**src/rtl/calc_pkg.sv**
```systemverilog
// Shared arithmetic package: constants and state encoding for the BCD result converter.
package calc_pkg;
   localparam int BCD_W      = 4;
   localparam int CONV_ITERS = 8;
   localparam int DIGITS     = 3;

   typedef enum logic [1:0] {IDLE, CONVERT, FINISH} conv_state_t;
endpackage

```
**src/rtl/bcd_adjust.sv**
```systemverilog
// Double-dabble digit correction: adds 3 to a BCD digit of 5 or more before the shift.
module bcd_adjust
   import calc_pkg::*;
(
   input  logic [BCD_W-1:0] digit,
   output logic [BCD_W-1:0] adjusted
);
   assign adjusted = (digit >= 4'd5) ? digit + 4'd3 : digit;
endmodule

```
**src/rtl/bcd_result_converter.sv**
```systemverilog
// Sequential signed binary-to-BCD converter: 8 shift-and-add-3 cycles, DONE one cycle later,
// one conversion per 10 cycles; START is ignored while BUSY.
module bcd_result_converter
   import calc_pkg::*;
#(
   parameter bit SIGNED_IN = 1'b1
) (
   input  logic             CLOCK,
   input  logic             RESET,
   input  logic             START,
   input  logic [7:0]       Value,
   output logic             Negative,
   output logic [BCD_W-1:0] Hundreds,
   output logic [BCD_W-1:0] Tens,
   output logic [BCD_W-1:0] Ones,
   output logic             BUSY,
   output logic             DONE
);
   localparam int SCR_W = DIGITS * BCD_W;
   localparam logic [2:0] LAST_ITER = 3'(CONV_ITERS - 1);

   conv_state_t      state, state_nxt;
   logic [7:0]       bin;
   logic [SCR_W-1:0] scratch;
   logic [SCR_W-1:0] adj;
   logic [2:0]       cnt;
   logic             sign;
   logic             neg_in;
   logic [7:0]       magnitude;
   logic [SCR_W+7:0] shifted;

   // 8'h80 negates to 8'h80, which read unsigned is the required magnitude 128.
   assign neg_in    = SIGNED_IN && Value[7];
   assign magnitude = neg_in ? (~Value + 8'd1) : Value;

   for (genvar g = 0; g < DIGITS; g++) begin : g_adj
      bcd_adjust u_adj (
         .digit    (scratch[g*BCD_W +: BCD_W]),
         .adjusted (adj[g*BCD_W +: BCD_W])
      );
   end

   assign shifted = {adj, bin} << 1;

   always_comb begin
      state_nxt = state;
      case (state)
         IDLE:    if (START) state_nxt = CONVERT;
         CONVERT: if (cnt == LAST_ITER) state_nxt = FINISH;
         FINISH:  state_nxt = IDLE;
         default: state_nxt = IDLE;
      endcase
   end

   always_ff @(posedge CLOCK or posedge RESET) begin
      if (RESET) begin
         state    <= IDLE;
         bin      <= '0;
         scratch  <= '0;
         cnt      <= '0;
         sign     <= 1'b0;
         Negative <= 1'b0;
         Hundreds <= '0;
         Tens     <= '0;
         Ones     <= '0;
      end else begin
         state <= state_nxt;
         case (state)
            IDLE: begin
               if (START) begin
                  bin     <= magnitude;
                  sign    <= neg_in;
                  scratch <= '0;
                  cnt     <= '0;
               end
            end
            CONVERT: begin
               {scratch, bin} <= shifted;
               cnt            <= cnt + 3'd1;
               // Publish on the final shift so the digits are already stable alongside DONE.
               if (cnt == LAST_ITER) begin
                  Negative <= sign;
                  Hundreds <= shifted[SCR_W+7 -: BCD_W];
                  Tens     <= shifted[SCR_W+7-BCD_W -: BCD_W];
                  Ones     <= shifted[SCR_W+7-2*BCD_W -: BCD_W];
               end
            end
            default: ;
         endcase
      end
   end

   assign BUSY = (state != IDLE);
   assign DONE = (state == FINISH);
endmodule

```
**config.mk**
```make
export PLATFORM = sky130hd
export DESIGN_NAME = bcd_result_converter
export DESIGN_NICKNAME = d
export VERILOG_FILES = /design/src/rtl/calc_pkg.sv /design/src/rtl/bcd_adjust.sv /design/src/rtl/bcd_result_converter.sv
export SDC_FILE = /design/constraint.sdc
export NUM_CORES = 1
export LEC_CHECK = 0
export BUFFER_PORTS_ARGS = -buffer_cell sky130_fd_sc_hd__buf_2
export CAP_MARGIN = 5
export CORE_UTILIZATION = 50
export DETAILED_ROUTE_END_ITERATION = 8
export HOLD_SLACK_MARGIN = 0.08
export PLACE_DENSITY = 0.78
export SYNTH_ARGS = -nofsm -noshare
export SYNTH_HDL_FRONTEND = slang
export SYNTH_SLANG_ARGS = --single-unit
```
**constraint.sdc**
```tcl
create_clock -name CLOCK -period 2.15 [get_ports CLOCK]
set_input_delay 0.645 -clock CLOCK [delete_from_list [all_inputs] [get_ports CLOCK]]
set_output_delay 0.645 -clock CLOCK [all_outputs]
set_load 0.005 [all_outputs]
```
Word level (Yosys, flattened, before mapping)
Index checks and enable logic that the tools add are counted.
{ "totals": {"reg_bits": 39, "latch_bits": 0, "ramBits": 0, "romBits": 0, "input_bits": 11, "out_inout_bits": 15, "n_memories": 0} }
{ "classes": {"n_addsub": 5, "mul": 0, "n_div": 0, "n_lt_le_gt_ge": 3, "eq_ne": 5, "n_shift": 0, "mux": 13, "n_bitwise": 1, "n_reduce_logical": 7} }
{ "ops": {"columns": ["op", "n"], "rows": [
  ["12-bit one-hot mux with 2 select lines", 1],
  ["8-bit 2-to-1 mux", 2],
  ["8-bit one-hot mux with 2 select lines", 1],
  ["4-bit by 3-bit >= comparator with 1-bit output, second input constant", 3],
  ["12-bit 2-to-1 mux", 1],
  ["4-bit by 2-bit adder with 4-bit output, second input constant", 2],
  ["8-bit by 1-bit adder with 8-bit output, second input constant", 1],
  ["4-bit 2-to-1 mux", 2],
  ["8-bit NOT", 1],
  ["2-bit AND reduction", 4],
  ["3-bit 2-to-1 mux", 2],
  ["3-bit one-hot mux with 2 select lines", 1],
  ["2-bit 2-to-1 mux", 2],
  ["2-bit inequality test, second input constant", 2],
  ["2-bit one-hot mux with 2 select lines", 1],
  ["2-bit nonzero test", 2],
  ["3-bit by 1-bit adder with 3-bit output, second input constant", 1],
  ["3-bit by 2-bit adder with 3-bit output, second input constant", 1],
  ["3-bit == test, second input constant", 1],
  ["2-bit by 1-bit == test with 1-bit output, second input constant", 1],
  ["2-bit == test, second input constant", 1],
  ["2-bit zero test", 1]
]} }

Logic depth before layout (Yosys ltp)
Gate-level depths: netlist (run 1).
{ "depth": {"ltp_word": 5, "mapped_depth": 6, "depth_no_buf": 6} }

By module
A second synthesis (run 1) with hierarchy kept.
{ "hier_totals": {"hier_cells": 174, "hier_area_um2": 1968.1} }
{ "modules_own_cells": {"columns": ["mod", "n_inst", "cells_each", "area_per_inst_um2", "seq_area_each_um2"], "rows": [
  ["bcd_result_converter", 1, 126, 1664.1, 975.9],
  ["bcd_adjust", 3, 16, 101.3, 0.0]
]} }

Worst setup path before layout (run 1)
Ideal clock, no wire load.
{ "synth_path": {"path_type": "input port to flip-flop", "startpoint": "input Value[3]", "endpoint": "register bin[5]", "setup_ps": 127, "t_arrival_ps": 1424, "required_time_ps": 2023, "path_slack_ps": 599, "path_stages": 4, "n_path_buf": 0, "cell_sequence": "or3_4 -> o31ai_4 -> xor2_1 -> o21ai_1"} }
{ "synth_between": {"elab_chain_len": 5} }
{ "synth_lines": {"columns": ["element", "line", "rtl"], "rows": [
  ["start: declaration", "bcd_result_converter.sv:11", "input logic [7:0] Value,"],
  ["8-bit NOT", "bcd_result_converter.sv:34", "assign magnitude = neg_in ? (~Value + 8'd1) : Value;"],
  ["8-bit by 1-bit adder with 8-bit output", "bcd_result_converter.sv:34", null],
  ["8-bit 2-to-1 mux", "bcd_result_converter.sv:34", null],
  ["8-bit 2-to-1 mux", "bcd_result_converter.sv:70", "if (START) begin"],
  ["8-bit one-hot mux with 2 select lines", "bcd_result_converter.sv:68", "case (state)"],
  ["end signal: assignment", "bcd_result_converter.sv:71", "bin <= magnitude;"],
  ["end signal: assignment", "bcd_result_converter.sv:78", "{scratch, bin} <= shifted;"],
  ["end: declaration", "bcd_result_converter.sv:23", "logic [7:0] bin;"]
]} }
Every way passes these cells. The select of a mux whose other input is x is not followed.
A chain may end at the register's enable or synchronous reset.

Worst setup path in the final report (run 1)
{ "layout_path": {"startpoint": "register state[0]", "endpoint": "output BUSY"} }
{ "layout_between": {"elab_chain_len": 1} }
{ "layout_lines": {"columns": ["element", "line", "rtl"], "rows": [
  ["start: declaration", "bcd_result_converter.sv:22", "conv_state_t state, state_nxt;"],
  ["start signal: assignment", "bcd_result_converter.sv:67", "state <= state_nxt;"],
  ["2-bit nonzero test", "bcd_result_converter.sv:93", "assign BUSY = (state != IDLE);"],
  ["end: declaration", "bcd_result_converter.sv:16", "output logic BUSY,"]
]} }
Every way passes these cells.

==> impl_metrics.py, run 1 <==
metrics = {
    "synth": {
        "ys.flop_type": "dfrtp_1",
        "yosys.area_share.adder_pct": 5.76,
        "synth_seq_cells": 39,
        "syn-cell-area_um2": 1950,
        "synth_top_family_by_area": "compound AO/OA/AOI/OAI gates",
        "netlist_instances": 201,
        "ys_top_cells_by_count": "dfrtp_1, nand2_1, o21ai_1",
        "yosys.cell_count.top_type": "dfrtp_1",
        "synth_edf_count": 0,
        "synth.avg_cell_area_um2": 9.72,
        "synth.area.top_cells": "dfrtp_1, o21ai_1, nand2_1, ha_1, nand2b_1",
        "ys_warn_count": 0,
        "synth.distinct_cells": 34,
        "synthSimpleGateAreaFrac_pct": 15.4,
        "synth_top_area_cell": "dfrtp_1",
        "synth_compound_area_share_pct": 16.8,
        "ys_seq_area_share_pct": 49.9,
        "synthArstFlopShare_pct": 100,
        "yosys.area_share.xor_xnor_pct": 3.59,
        "synthMuxAreaShare_pct": 3.39,
        "synthesis.nets": 221,
        "synthDominantCellAreaShare_pct": 49.9,
    },
    "outcome": {
        "status": "completed",
    },
    "routing": {
        "drtPass1Iterations": 4,
        "routed_wl_mm": 3.34,
        "vias_per_cell": 5.18,
        "route.vias.total": 1445,
        "drt_iter0_markers": 80,
        "routedWlPerCell_um": 12.0,
        "remaining_drc_errors": 0,
        "antenna_left": 0,
    },
    "clock_network": {
        "clk_pin_slew_ns": 0.07,
        "cts_tree": "built",
        "cts_resized": 0,
        "clock_latency_ns": 0.29,
        "numCtsBuffers": 5,
        "post_cts_buffers": 0,
        "hold_buffers": 0,
        "clockRootBuffer": "clkbuf_8",
        "cts_max_path_buffers": 2,
        "htreeDepth": 2,
        "cts.sinks": 39,
    },
    "power_and_ir_drop": {
        "power_density_nw_per_um2": 1330,
        "p_leak_nw": 1.06,
        "vdd_drop_max_v": 0.000487,
    },
    "global_route": {
        "grt_pass1_wl_mm": 5.93,
        "overflow": 0,
        "grt_max_degree": 40,
        "grt_use_total_pct": 19.0,
        "grt_pass1_vias": 1389,
        "antenna_found_initial": 0,
    },
    "finish": {
        "drive_gt1_share_pct": 19.5,
        "final_area_um2": 2220,
        "fill_cells": 333,
        "layout.nets": 250,
        "area_growth_pct": 13.7,
        "antenna_cells": 0,
    },
    "timing": {
        "setup_viol": 0,
        "report.final.hold_viol_count": 0,
        "fin_crit_sh_pct": 81.7,
        "hold_ws_ns": 0.461,
        "drv_slew": 0,
        "fin_setup_tns_ns": 0,
        "grt_setup_unrepaired": "no",
        "finClkSkew_ns": 0.00366,
        "maxSlewHeadroom_pct": 61.7,
        "tightest_slew_ns": 0.574,
        "fmax_mhz": 569,
        "finalCriticalPeriod_ns": 1.76,
    },
    "die": {
        "fp.dieH_um": 64.5,
        "row_count": 22,
        "die_x_um": 64.5,
        "dieArea_um2": 4160,
        "io_pins": 26,
        "coreArea_um2": 3720,
        "start_util_pct": 52.6,
    },
    "worst_setup_path": {
        "r2r-start": "scratch[0]$_DFFE_PP0P_",
        "crit_type": "flip-flop to output pin",
        "worstSetupStartpointType": "flip-flop",
        "reg2regPathDepth": 6,
        "worstPathMaxFanout": 9,
        "worst_r2r_endpoint": "Ones[2]$_DFFE_PP0P_",
        "cp.arrival_ns": 1.11,
        "crit_start": "state[0]$_DFFE_PP0P_",
        "crit_end": "BUSY",
        "regToRegSetupSlack_ns": 0.45,
        "crit_path_end_kind": "output pin",
        "required_ns": 1.50,
    },
    "min_path": {
        "hp-class": "input port to async pin",
    },
    "placement": {
        "placed_cell_area_um2": 2120,
        "gp_congestion": 0.757,
        "hpwl_mm": 2.41,
        "io_buffers": 25,
    },
    "job": {
        "max-cap-violations": 0,
    },
}
## cell type report
type,count,area [um2],share of cell area [%]
flip-flops and latches,39,976,43.9
multi-input cells,142,878,39.5
repair buffers,30,163,7.32
clock buffers,8,100,4.50
well taps,48,60.1,2.70
inverters,12,45.0,2.03
## per-stage QoR
stage	worst slack [ns]	util (%)	power (mW)	cells
final	0.393	59.8	2.95	279
after global routing	0.320	59.8	3.23	279
after CTS	0.391	59.8	2.99	279
after detailed placement	0.430	57.1	2.45	271
after global placement	0.451	57.1	2.40	271
after floorplan	0.599	-	2.12	201
## registers in the layout, indices dropped and copies added (netlist names)
name      cells
scratch      12
Ones          4
Tens          4
cnt           3
sign          1
Hundreds      4
bin           8
state         2
Negative      1
## report_power, final
part           internal (mW)  leakage, nW  switching [mW]
clock network          0.293       0.0515           0.242
registers               1.04        0.501           0.206
logic                  0.533        0.505           0.638
## placed cells by master, fill, tap and decap left out
| cell type | netlist | final |
|---|---|---|
| a21boi_1 | 1 | 1 |
| o21ai_0 | 2 | 2 |
| mux2_1 | 2 | 2 |
| inv_2 | 2 | 2 |
| nor3b_1 | 5 | 5 |
| o31ai_1 | 2 | 2 |
| a32oi_1 | 1 | 1 |
| and2_1 | 1 | 1 |
| xor2_1 | 3 | 3 |
| nand4_1 | 1 | 1 |
| a21oi_1 | 8 | 8 |
| o31ai_4 | 1 | 1 |
| or3_4 | 1 | 1 |
| dfrtp_1 | 39 | 39 |
| a22o_1 | 1 | 1 |
| buf_2 | 5 | 25 |
| a2bb2oi_1 | 1 | 1 |
| nand2_1 | 34 | 34 |
| ha_1 | 9 | 9 |
| nor2_1 | 5 | 5 |
| mux2i_1 | 1 | 1 |
| clkbuf_8 | 0 | 7 |
| nand2_2 | 1 | 1 |
| nand3_1 | 2 | 2 |
| clkbuf_1 | 0 | 1 |
| buf_4 | 1 | 5 |
| nor2b_1 | 1 | 1 |
| o21ai_1 | 34 | 34 |
| mux2_2 | 3 | 3 |
| a22oi_1 | 5 | 5 |
| nor3_1 | 4 | 4 |
| xnor2_1 | 5 | 5 |
| inv_1 | 10 | 10 |
| and2b_1 | 1 | 1 |
| nand2b_1 | 7 | 7 |
## worst min-delay path by stage
stage	depth (start not counted)	to	slack (ns)	startpoint
finish	3	Hundreds[1]$_DFFE_PP0P_	0.46	RESET
global placement	2	sign$_DFFE_PP0P_	0.46	sign$_DFFE_PP0P_
global route	3	Tens[3]$_DFFE_PP0P_	0.52	RESET
detailed placement	2	sign$_DFFE_PP0P_	0.46	sign$_DFFE_PP0P_
CTS	3	Hundreds[1]$_DFFE_PP0P_	0.48	RESET
floorplan	2	sign$_DFFE_PP0P_	0.44	sign$_DFFE_PP0P_
## per-layer routing
metal	vias up	track usage, %	part of all wire, %
met4	0	11.7	2.7
met2	30	31.6	48
li1	746	-	-
met1	662	22.3	46
met3	7	4.23	3.1
met5	-	0	0
## cells by family (layout without fill, tap and decap cells)
family / after synthesis / after routing
simple gates: 63 / 63
compound gates: 56 / 56
flops: 39 / 39
buf+inv: 20 / 50
fa+ha+maj: 9 / 9
xor+xnor: 8 / 8
mux: 6 / 6
## worst max-delay path, stage by stage, from the launching register on
cell and delay (ns):
dfrtp_1 0.47, nor2_1 0.19, inv_1 0.05, buf_2 0.12
No activity file was read; power rests on OpenSTA's default activity.
==> run 2, diff against run 1 <==
--- a/config.mk
+++ b/config.mk
@@ -10,7 +10,7 @@
 export CORE_UTILIZATION = 50
 export DETAILED_ROUTE_END_ITERATION = 8
 export HOLD_SLACK_MARGIN = 0.08
-export PLACE_DENSITY = 0.78
+export PLACE_DENSITY = 0.8
 export SYNTH_ARGS = -nofsm -noshare
 export SYNTH_HDL_FRONTEND = slang
 export SYNTH_SLANG_ARGS = --single-unit
==> constraint.sdc (replaced) <==
create_clock -name CLOCK -period 1.55 [get_ports CLOCK]
set_input_delay 0.465 -clock CLOCK [delete_from_list [all_inputs] [get_ports CLOCK]]
set_output_delay 0.465 -clock CLOCK [all_outputs]
set_load 0.005 [all_outputs]
==> impl_metrics.py, run 2 (same netlist as run 1, synthesis figures left out) <==
metrics = {
    "power_and_ir_drop": {
        "p_leak_nw": 1.14,
        "vdd_drop_max_v": 0.000692,
        "power_density_nw_per_um2": 1870,
    },
    "routing": {
        "antenna_left": 0,
        "drt_iter0_markers": 72,
        "routedWlPerCell_um": 12.8,
        "vias_per_cell": 5.22,
        "routed_wl_mm": 3.71,
        "route.vias.total": 1520,
        "drtPass1Iterations": 4,
        "remaining_drc_errors": 0,
    },
    "global_route": {
        "grt_pass1_wl_mm": 6.42,
        "antenna_found_initial": 0,
        "grt_use_total_pct": 20.6,
        "grt_max_degree": 40,
        "overflow": 0,
        "grt_pass1_vias": 1491,
    },
    "worst_setup_path": {
        "crit_path_end_kind": "output pin",
        "r2r-start": "scratch[0]$_DFFE_PP0P_",
        "critical-path-top-delay-family": "flip-flops",
        "slowest_delay_ns": 0.45,
        "required_ns": 1.08,
        "slowest_stage": "dfrtp_2",
        "crit_path_cell_trace": "nor2_4, inv_1, buf_2",
        "crit_type": "flip-flop to output pin",
        "worstSetupStartpointType": "flip-flop",
        "worstPathMaxFanout": 4,
        "cp.arrival_ns": 1.03,
        "cp_num_buf_inv": 2,
        "crit_start": "state[1]$_DFFE_PP0P_",
    },
    "finish": {
        "layout.nets": 262,
        "final_common_cell": "dfrtp_1",
        "utilization_pct": 64.1,
        "drive_gt1_share_pct": 26.7,
        "multi_input_area_um2": 915,
        "seq_area_um2": 978,
        "regMostFlops": "scratch",
        "area_growth_pct": 21.8,
        "fill_cells": 327,
        "final_area_um2": 2380,
        "largest_reg_flops": 12,
        "reg_top3": "scratch: 12 flops, bin: 8 flops",
        "final_cell_mix": "dfrtp_1, o21ai_1, nand2_1",
        "antenna_cells": 0,
    },
    "die": {
        "dieArea_um2": 4160,
        "die_x_um": 64.5,
        "coreArea_um2": 3720,
        "start_util_pct": 52.6,
        "row_count": 22,
        "fp.dieH_um": 64.5,
        "io_pins": 26,
    },
    "placement": {
        "hpwl_mm": 2.69,
        "gp_congestion": 0.777,
        "placed_cell_area_um2": 2220,
        "io_buffers": 25,
    },
    "timing": {
        "fmax_mhz": 667,
        "drv_slew": 0,
        "fin_crit_sh_pct": 96.7,
        "finalCriticalPeriod_ns": 1.50,
        "setup_viol": 0,
        "maxSlewHeadroom_pct": 74.0,
        "report.final.hold_viol_count": 0,
        "finClkSkew_ns": 0.00397,
        "fin_setup_tns_ns": 0,
        "tightest_slew_ns": 0.390,
    },
    "outcome": {
        "status": "completed",
    },
    "clock_network": {
        "hold_buffers": 0,
        "clk_pin_slew_ns": 0.07,
        "cts_max_path_buffers": 2,
        "htreeDepth": 2,
        "clockRootBuffer": "clkbuf_8",
        "clock_latency_ns": 0.29,
        "cts_tree": "built",
        "cts.sinks": 39,
        "numCtsBuffers": 5,
    },
    "min_path": {
        "hp-class": "input port to async pin",
    },
    "job": {
        "max-cap-violations": 0,
    },
}
-- run 2: cell count changes in the layout (fill, tap and decap cells not counted), sizes merged --
cell / before / now
buf: 30 / 41
dlymetal6s2s: 0 / 1
-- run 2: what timing repair did --
item | 4_1_cts | 5_1_grt
endpoints found under the setup margin | 3 | 10
gates cloned | 0 | 0
resized for setup | 3 | 9
endpoints found under the hold margin | 0 | 0
pin swaps | 1 | 2
buffers inserted | 0 | 2
-- run 2: metal layers --
metal | GRT usage (%) | vias up | part of all wire, %
met3 | 5.28 | 6 | 2.8
met2 | 36.6 | 25 | 52
met4 | 9.44 | 0 | 1.6
met1 | 23.1 | 717 | 43
met5 | 0 | - | 0
li1 | - | 772 | -
-- run 2: worst paths after layout --
path	to	slack, ns	depth (start not counted)
worst max-delay path	BUSY	0.05	3
worst min register to register	sign$_DFFE_PP0P_	0.47	2
worst max register to register	Ones[2]$_DFFE_PP0P_	0.06	6
max in group asynchronous	state[1]$_DFFE_PP0P_	1.13	3
worst min-delay path	Hundreds[1]$_DFFE_PP0P_	0.21	3
min in group CLOCK	bin[0]$_DFFE_PP0P_	0.45	3
-- run 2: final cells by class --
type / instances / area share [%]
clock buffer: 8 / 4.20
tap: 48 / 2.52
sequential: 39 / 41.1
timing repair buffer: 42 / 11.9
multi-input combinational: 142 / 38.4
inverter: 12 / 1.89
-- run 2: tightest hold or removal path: cells and delay by family --
kind,cells,cell delay [ns]
buffers and inverters,3,0.40
-- run 2: power breakdown --
part	leakage (nW)	switching, mW	internal (mW)	total [mW]
clock network	0.0515	0.342	0.406	0.748
registers	0.499	0.299	1.44	1.74
logic	0.591	1.00	0.963	1.96
-- run 2: stage by stage --
stage / power [mW] / hold slack, ns / cells / setup slack, ns
after global routing: 4.83 / 0.226 / 291 / -0.0104
after CTS: 4.38 / 0.215 / 289 / 0.00755
after floorplan: 2.95 / 0.439 / 201 / 0.0378
final: 4.45 / 0.210 / 291 / 0.0516
after global placement: 3.48 / 0.458 / 281 / 0.0380
after detailed placement: 3.60 / 0.466 / 281 / -0.0379
==> run 3, diff against run 2 <==
--- a/config.mk
+++ b/config.mk
@@ -11,6 +11,7 @@
 export DETAILED_ROUTE_END_ITERATION = 8
 export HOLD_SLACK_MARGIN = 0.08
 export PLACE_DENSITY = 0.8
+export SETUP_SLACK_MARGIN = 0.4
 export SYNTH_ARGS = -nofsm -noshare
 export SYNTH_HDL_FRONTEND = slang
 export SYNTH_SLANG_ARGS = --single-unit
==> impl_metrics.py, run 3 (same netlist as run 1, synthesis figures left out) <==
metrics = {
    "outcome": {
        "status": "completed",
    },
    "global_route": {
        "grt_max_degree": 40,
        "grt_pass1_vias": 1683,
        "grt_use_total_pct": 26.3,
        "grt_pass1_wl_mm": 8.16,
        "antenna_found_initial": 0,
        "overflow": 0,
    },
    "timing": {
        "maxSlewHeadroom_pct": 77.0,
        "fin_setup_tns_ns": 0,
        "drv_slew": 0,
        "setup_ws_ns": 0.0408,
        "finClkSkew_ns": 0.00544,
        "fmax_mhz": 663,
        "grt_setup_unrepaired": "yes",
        "tightest_slew_ns": 0.345,
        "hold_ws_ns": 0.184,
        "setup_viol": 0,
        "fin_crit_sh_pct": 97.4,
        "finalCriticalPeriod_ns": 1.51,
        "report.final.hold_viol_count": 0,
    },
    "routing": {
        "remaining_drc_errors": 0,
        "vias_per_cell": 5.64,
        "route.vias.total": 1812,
        "antenna_left": 0,
        "drtPass1Iterations": 4,
        "routedWlPerCell_um": 18.5,
        "drt_iter0_markers": 128,
        "routed_wl_mm": 5.94,
    },
    "placement": {
        "gp_congestion": 0.786,
        "dp_slack_ns": -0.0184,
        "hpwl_mm": 2.61,
        "placed_cell_area_um2": 2320,
        "dpl.cell_count": 271,
        "io_buffers": 25,
    },
    "clock_network": {
        "clockRootBuffer": "clkbuf_8",
        "clk_pin_slew_ns": 0.08,
        "clock_latency_ns": 0.31,
        "numCtsBuffers": 5,
        "cts_tree": "built",
        "cts.sinks": 39,
        "cts_max_path_buffers": 2,
        "htreeDepth": 2,
    },
    "min_path": {
        "hp-class": "input port to async pin",
    },
    "power_and_ir_drop": {
        "vdd_drop_max_v": 0.00117,
        "p_leak_nw": 1.39,
        "power_mw": 6.33,
        "power_density_nw_per_um2": 2090,
    },
    "finish": {
        "final_common_cell": "dfrtp_1",
        "utilization_pct": 81.6,
        "final_cell_mix": "dfrtp_1, nand2_1, buf_4",
        "final_area_um2": 3030,
        "area_growth_pct": 55.1,
        "layout.nets": 292,
        "largest_reg_flops": 12,
        "drive_gt1_share_pct": 56.8,
        "antenna_cells": 0,
        "regMostFlops": "scratch",
        "reg_top3": "scratch: 12 flops, bin: 8 flops",
        "final_cells": 321,
    },
    "die": {
        "start_util_pct": 52.6,
        "io_pins": 26,
        "die_x_um": 64.5,
        "fp.dieH_um": 64.5,
        "dieArea_um2": 4160,
        "coreArea_um2": 3720,
        "row_count": 22,
    },
    "worst_setup_path": {
        "slowest_delay_ns": 0.46,
        "worstPathMaxFanout": 4,
        "cp.arrival_ns": 1.04,
        "required_ns": 1.08,
        "slowest_stage": "dfrtp_2",
        "crit_path_end_kind": "output pin",
        "worstSetupStartpointType": "flip-flop",
        "crit_type": "flip-flop to output pin",
        "reg2regPathDepth": 5,
        "crit_path_cell_trace": "nor2_4, inv_1, buf_2",
    },
    "job": {
        "max-cap-violations": 0,
    },
}
==> run 3: changes by cell type in the layout (fill, tap and decap cells not counted), moves of 8 or more <==
cell / change
buf_4: +17
buf_6: +13
ha_1: -8
inv_1: -8
o21ai_1: -9
o21ai_2: +10
==> run 3: final timing paths <==
check / start / end / slack, ns
min: RESET / Ones[2]$_DFFE_PP0P_ / 0.18
min in group CLOCK: Value[5] / bin[7]$_DFFE_PP0P_ / 0.45
max: state[1]$_DFFE_PP0P_ / BUSY / 0.04
max reg2reg: state[0]$_DFFE_PP0P_ / Ones[0]$_DFFE_PP0P_ / 0.07
min reg2reg: sign$_DFFE_PP0P_ / sign$_DFFE_PP0P_ / 0.47
max in group asynchronous: RESET / scratch[4]$_DFFE_PP0P_ / 1.15
==> run 3: layout make-up <==
class                      instances  area (um2)
clock buffer                       6        82.6
timing repair buffer              72         559
fill                             225         684
multi-input combinational        142        1250
inverter                          12        66.3
tap                               48        60.1
sequential                        39         980
clock inverter                     2        35.0
==> run 3: where the power goes <==
| part | internal, mW | total (mW) | switching, mW | leakage [nW] |
|---|---|---|---|---|
| Clock | 0.521 | 0.909 | 0.388 | 0.0612 |
| Combinational | 1.89 | 3.54 | 1.65 | 0.834 |
| Sequential | 1.44 | 1.88 | 0.435 | 0.498 |
==> run 3: worst max-delay path: cells and delay by family, from the launching register on <==
| kind | cells | cell delay [ns] |
|---|---|---|
| buffers and inverters | 2 | 0.15 |
| DFF | 1 | 0.46 |
| and+or+nand+nor | 1 | 0.12 |
==> run 3: what timing repair did <==
action	CTS	global route
hold buffers	0	0
setup buffers	24	13
resized for setup	44	28
pin swaps	13	14
cloned	4	1
setup endpoints to repair	50	54
==> run 3: layer usage <==
layer	vias up	routed length (um)	track usage (%)
li1	831	-	-
met2	69	3070	42.6
met3	19	245	4.93
met5	-	0	0
met1	893	2440	33.1
met4	0	191	13.9
